===== src/rtl/sample_serializer.sv =====
// Round-robin multi-channel sample-to-byte serializer; first byte 3 cycles after arbitration, 1 byte/clk under ack.
// data_rdy holds data and byte index until data_ack; sample_rdy is only consulted in IDLE and on the final-byte ack.
module sample_serializer #(
  parameter int SAMPLE_BYTES = 6,
  parameter int N_CHANNELS   = 2,
  parameter int TAG_EN       = 0
) (
  input  logic                                 clk,
  input  logic                                 reset,
  input  logic [N_CHANNELS*SAMPLE_BYTES*8-1:0] sample,
  input  logic [N_CHANNELS-1:0]                sample_rdy,
  output logic [N_CHANNELS-1:0]                sample_req,
  output logic [7:0]                           data,
  output logic                                 data_rdy,
  input  logic                                 data_ack,
  output logic [2:0]                           channel
);

  localparam int SW          = SAMPLE_BYTES * 8;
  localparam int FRAME_BYTES = SAMPLE_BYTES + ((TAG_EN != 0) ? 1 : 0);
  localparam int FW          = FRAME_BYTES * 8;
  localparam int IDX_W       = (FRAME_BYTES > 1) ? $clog2(FRAME_BYTES) : 1;
  localparam int PTR_W       = (N_CHANNELS > 1) ? $clog2(N_CHANNELS) : 1;

  typedef enum logic [1:0] {IDLE, REQ, LOAD, SEND} state_t;

  state_t           state;
  logic [PTR_W-1:0] grant;
  logic [PTR_W-1:0] rr_ptr;
  logic [PTR_W-1:0] ptr_after;
  logic [PTR_W-1:0] pick_idle;
  logic [PTR_W-1:0] pick_next;
  logic [IDX_W-1:0] idx;
  logic [FW-1:0]    shadow;
  logic [FW-1:0]    frame_new;
  logic [SW-1:0]    slice;
  logic [7:0]       tag_byte;

  // First requesting channel at or after ptr, scanning upward with wrap.
  function automatic logic [PTR_W-1:0] pick(input logic [N_CHANNELS-1:0] rdy,
                                            input logic [PTR_W-1:0] ptr);
    logic [PTR_W-1:0] best;
    int               best_d;
    int               d;
    best   = ptr;
    best_d = N_CHANNELS;
    for (int j = 0; j < N_CHANNELS; j++) begin
      d = (j - int'(ptr) + N_CHANNELS) % N_CHANNELS;
      if (rdy[j] && d < best_d) begin
        best   = PTR_W'(j);
        best_d = d;
      end
    end
    return best;
  endfunction

  assign ptr_after = (int'(grant) == N_CHANNELS - 1) ? '0 : grant + 1'b1;
  assign pick_idle = pick(sample_rdy, rr_ptr);
  assign pick_next = pick(sample_rdy, ptr_after);
  assign tag_byte  = {5'b10100, 3'(grant)};

  always_comb begin
    slice = '0;
    for (int c = 0; c < N_CHANNELS; c++) begin
      if (grant == PTR_W'(c)) slice = sample[c*SW +: SW];
    end
  end

  generate
    if (TAG_EN != 0) begin : g_tag
      assign frame_new = {tag_byte, slice};
    end else begin : g_raw
      assign frame_new = slice;
    end
  endgenerate

  always_ff @(posedge clk) begin
    if (reset) begin
      state      <= IDLE;
      grant      <= '0;
      rr_ptr     <= '0;
      sample_req <= '0;
      data_rdy   <= 1'b0;
      data       <= 8'h00;
      channel    <= 3'd0;
      idx        <= '0;
      shadow     <= '0;
    end else begin
      case (state)
        IDLE: begin
          if (|sample_rdy) begin
            grant      <= pick_idle;
            channel    <= 3'(pick_idle);
            sample_req <= N_CHANNELS'(1) << pick_idle;
            state      <= REQ;
          end
        end
        REQ: begin
          sample_req <= '0;
          state      <= LOAD;
        end
        LOAD: begin
          // FIFO word is valid now; everything after this comes from the shadow copy.
          data     <= frame_new[FW-1 -: 8];
          shadow   <= frame_new << 8;
          idx      <= '0;
          data_rdy <= 1'b1;
          state    <= SEND;
        end
        SEND: begin
          if (data_ack) begin
            if (idx != IDX_W'(FRAME_BYTES - 1)) begin
              idx    <= idx + 1'b1;
              data   <= shadow[FW-1 -: 8];
              shadow <= shadow << 8;
            end else begin
              rr_ptr   <= ptr_after;
              data_rdy <= 1'b0;
              data     <= 8'h00;
              if (|sample_rdy) begin
                grant      <= pick_next;
                channel    <= 3'(pick_next);
                sample_req <= N_CHANNELS'(1) << pick_next;
                state      <= REQ;
              end else begin
                state <= IDLE;
              end
            end
          end
        end
        default: state <= IDLE;
      endcase
    end
  end

endmodule


===== config.mk =====
export PLATFORM = sky130hd
export DESIGN_NAME = sample_serializer
export DESIGN_NICKNAME = d
export VERILOG_FILES = /design/src/rtl/sample_serializer.sv
export SDC_FILE = /design/constraint.sdc
export NUM_CORES = 1
export LEC_CHECK = 0
export BUFFER_PORTS_ARGS = -buffer_cell sky130_fd_sc_hd__buf_4
export CAP_MARGIN = 20
export CELL_PAD_IN_SITES_DETAIL_PLACEMENT = 2
export CELL_PAD_IN_SITES_GLOBAL_PLACEMENT = 2
export CORE_AREA = 2 2 113 115
export DETAILED_ROUTE_END_ITERATION = 16
export DIE_AREA = 0 0 115 117
export PLACE_DENSITY_LB_ADDON = 0.1
export SLEW_MARGIN = 20
export SYNTH_ARGS = -nofsm -noshare
export SYNTH_HDL_FRONTEND = slang
export SYNTH_SLANG_ARGS = --single-unit

===== constraint.sdc =====
create_clock -name clk -period 2.2 [get_ports clk]
set_clock_uncertainty 0.05 [all_clocks]
set_input_delay 0.22 -clock clk [delete_from_list [all_inputs] [get_ports clk]]
set_output_delay 0.22 -clock clk [all_outputs]
set_load 0.1 [all_outputs]

; Word-level counts from Yosys, hierarchy flattened
; Cells that the tools add are included.
[totals]
word_cells = 95
input_bits = 101
ff_bits = 69
output_inout_bits = 14
[classes]
order_cmp = 4
n_reduce_logical = 16
shifts = 2
addsub = 10
mux = 40
eq_ne = 9
n_bitwise = 5
[ops]
columns = cell, n
row1 = 48-bit 2-to-1 mux, 3
row2 = 48-bit case mux with 2 select lines, 1
row3 = 2-bit by 32-bit less-than comparator with 1-bit output, 2
row4 = 32-bit 2-to-1 mux, 2
row5 = 3-bit 2-to-1 mux, 6
row6 = "2-bit by 3-bit adder with 4-bit output, second input constant", 4
row7 = 8-bit 2-to-1 mux, 2
row8 = 8-bit case mux with 2 select lines, 1
row9 = 2-bit 2-to-1 mux, 7
row10 = 1-bit 2-to-1 mux, 12
row11 = 3-bit case mux with 2 select lines, 2
row12 = 3-bit AND reduction, 4
row13 = "2-bit != test, second input constant", 5
row14 = 5-bit AND reduction, 2
row15 = 2-bit case mux with 4 select lines, 1
row16 = "1-bit by 1-bit subtractor with 2-bit output, first input constant", 4
row17 = "2-bit by 3-bit less-than comparator with 1-bit output, second input constant", 2
row18 = 2-bit case mux with 3 select lines, 1
row19 = 1-bit bitwise AND, 4
row20 = "2-bit equality test, second input constant", 2
row21 = 1-bit logical AND, 4
row22 = 1-bit case mux with 2 select lines, 2
row23 = 2-bit nonzero test, 2
row24 = "1-bit by 1-bit left shift with 2-bit output, first input constant", 2
row25 = other kinds (9), 9

; Depth between registers and ports, before layout
[depth]
ltp_word = 16
ltp_mapped = 8
ltp_nobuf = 6

; Worst setup path after synthesis
; No wires, ideal clock.
[synth_timing]
path_kind = reg-to-reg
from = register state[0]
to = register idx[2]
setup_time_ns = 0.059
slack_ns = 0.603
t_required_ns = 2.091
path_buffers = 1
t_arrival_ns = 1.488
stages_incl_launch_ff = 8
path_cell_list = dfxtp_1 inv_1 ha_1 or2b_1 buf_4 o21ai_4 a2111oi_2 a31o_1
[synth_via]
elab_chain_cells = 3
word_cells_on_any_way = 7
[synth_rtl]
columns = element, line_no
row1 = "start, declared", 27  ; state_t state;
row2 = "start signal, assigned", 79  ; state <= IDLE;
row3 = "start signal, assigned", 95  ; state <= REQ;
row4 = "start signal, assigned", 100  ; state <= LOAD;
row5 = 2-bit equality test, 89  ; case (state)
row6 = 2-bit != test (no line) / 2-bit nonzero test (equally long branches), -
row7 = 3-bit AND reduction (no line), -
row8 = "end signal, assigned", 113  ; idx <= idx + 1'b1;
row9 = "end, declared", 33  ; logic [IDX_W-1:0] idx;
; Parallel ways exist; a longest one is shown, timed or not.
; A chain may end at the register's enable or synchronous reset.

; Worst setup path after layout
[layout_timing]
from = register state[1]
to = register data[7]
[layout_via]
elab_chain_cells = 3
word_cells_on_any_way = 6
[layout_rtl]
columns = element, line_no
row1 = 2-bit equality test, 89
row2 = 2-bit != test (no line) / 2-bit nonzero test (equally long branches), -
row3 = 2-bit AND reduction (no line), -
row4 = "end signal, assigned", 104  ; data <= frame_new[FW-1 -: 8];
row5 = "end signal, assigned", 114  ; data <= shadow[FW-1 -: 8];
row6 = "end, declared", 13  ; output logic [7:0] data,
; Parallel ways exist; a longest one is shown, timed or not.

==> impl_metrics.ini <==
[pwr]
combPwrFrac_pct = 46.7
leakage_nw = 1.771
switching_share_pct = 41.88
finalPower_mw = 5.304
seqPwrFrac_pct = 28.4
switchingPower_mw = 2.221
ir_worst_vdd_v = 0.0003461
p_per_area_nw_per_um2 = 1158
p_clk_share_pct = 24.9
internal_power_mw = 3.083

[final_layout]
drive_gt1_share_pct = 33.72
final_common_cell = buf_4
layout.nets = 622
area_growth_pct = 36.52
final_cell_mix = buf_4 (117), nand2_1 (101), dfxtp_1 (57)
antenna_cells = 0
utilization_pct = 37.20

[yosys]
avgSynthCellArea_um2 = 8.083
syn_inst = 415
yosys_warnings = 0
synth.largest_area_cell = dfxtp_1
synth_area_um2 = 3354
synthTopCellsByArea = dfxtp_1 (35%), mux2i_1 (15%), nand2_1 (11%), a21oi_2 (7.8%), o21ai_0 (4.9%)
synthArstFlopShare_pct = 0
yosysSeqAreaShare_pct = 34.61
synth_top_area_share_pct = 34.61
ys_types = 39
synth_ff_type = dfxtp_1
postSynthRegisterBits = 58
synth_edf_count = 0

[drt]
ant_nets = 0
vias = 3241
drt_iter0_drc = 78
remaining_drc_errors = 0
wl_per_cell_um = 15.32
dr.pass1.iters = 3
viasPerCell = 4.845
drt_wl_total_um = 10250

[setup_path]
setup.worst_path.class = reg -> reg
cp.arrival_ns = 2.07
worstReg2RegStart = state[1]
ff2ff_path_depth = 5
required_ns = 2.36
crit_fanout = 27
start_kind = register
worstReg2RegEnd = data[7]
endpoint_kind = register
rrSetupSlack_ns = 0.29

[outcome]
run_status = finished, final reports clean

[min_path]
hold_class = in -> reg
hold_path_depth = 5
min_to = shadow[8]
min_from = sample[0]

[clock_network]
ctsHoldBuffers = 0
cts_max_path_buffers = 2
clk_latency_ns = 0.33
cts_root_buf = clkbuf_16
cts_num_sinks = 58
cts_setup_buffers = 0
post_cts_resized = 0
cts_tree = built
cts_buffers = 9
path_clk_slew_ns = 0.05
htreeDepth = 3

[sta]
final-hold-violation-count = 0
worst_pin_slew_ns = 0.6826
period_needed_ns = 1.913
max_slew_margin_pct = 54.49
fin_ws_ns = 0.2873
drv_slew = 0
fmax_ghz = 0.5228
setup_viol = 0
min_period_over_period_pct = 86.94
fin_setup_tns_ns = 0
rsz0062_at_grt = false
hold_slack_ns = 0.2079

[floorplanning]
die_w_um = 115
ioPinCount = 115
core.rowCount = 41
die_h_um = 117
core_area_um2 = 12310
initial_core_util_pct = 27.25
die-area_um2 = 13460

[placement]
portBuffers = 112
gp_congestion = 0.7481
place_ws_ns = 0.2435
dp_hpwl_um = 7712

[run]
maxCapViolCount = 0

[grt]
antenna_found_initial = 0
grt.total_usage_pct = 16.11
grt_max_degree = 50
grt_pass1_wl_um = 17090
first_global_vias = 3561
gr-total-overflow = 0
power by group through the flow:
stage | logic, mW | registers [mW] | clock network (mW)
final | 2.48 | 1.51 | 1.32
after global routing | 2.72 | 1.55 | 1.41
after CTS | 2.54 | 1.51 | 1.37
after detailed placement | 2.53 | 1.53 | 0
after global placement | 2.46 | 1.52 | 0
after floorplan | 1.50 | 1.94 | 0
area by class of cell:
cell class	count	area, um^2
sequential	58	1162
clock inverter	2	10.01
tap	150	187.7
clock buffer	14	274.0
timing repair buffer	121	958.4
inverter	7	26.28
multi-input combinational	317	1961
fill	1428	7732
through the flow:
stage               cell area [um^2]  cells
floorplan                       3358    416
global placement                4295    653
detailed placement              4295    653
CTS                             4579    669
global route                    4579    669
finish                          4579    669
synthesized netlist by cell type, types with 2 or more instances:
cell and instances:
dfxtp_1 58, mux2i_1 50, nor3_1 4, buf_6 5, a211oi_1 4, o21ai_0 33
a21oi_1 17, nor2_1 41, ha_1 7, a21oi_2 30, buf_4 8, buf_2 14
clkbuf_1 5, a221oi_1 5, buf_1 2, nand2_1 101, nor3b_1 2, a31o_1 2
inv_1 7
how the worst max path moves through the flow:
stage,from,endpoint,cells after the start
2_1_floorplan,state[0],idx[2],7
3_3_place_gp,state[1],data[1],5
3_5_place_dp,state[1],data[7],5
4_1_cts,state[1],data[7],5
5_1_grt,state[0],data[3],6
6_report,state[1],data[7],5
logic make-up after synthesis:
kind of cell / after synthesis / share of synthesized area, %
DFF: 58 / 34.61
other: 1 / 0.1118
AOI/OAI and AO/OA: 101 / 21.56
adders and majority gates: 8 / 2.947
buffers and inverters: 41 / 7.125
muxes: 50 / 14.92
and+or+nand+nor: 156 / 18.72
flip-flops by register name (all words and copies together) (netlist names):
register / count
shadow: 40
data: 8
idx: 3
sample_req: 2
state: 2
data_rdy: 1
grant: 1
rr_ptr: 1
critical path, stage by stage (launching register included):
cell	delay [ns]
dfxtp_1	0.40
ha_2	0.33
buf_4	0.31
a21oi_1	0.27
a221oi_1	0.37
nor2_1	0.07
layer usage:
layer  wire (um)  part of all wire, %  up-vias  GRT usage (%)
met2        5395                   53       66          29.53
met3         382                  3.7       11          2.987
met1        4323                   42     1565          18.47
li1            -                    -     1599              -
met4         150                  1.5        0          6.586
met5           0                    0        -              0
Power figures use the tool's default switching activity.
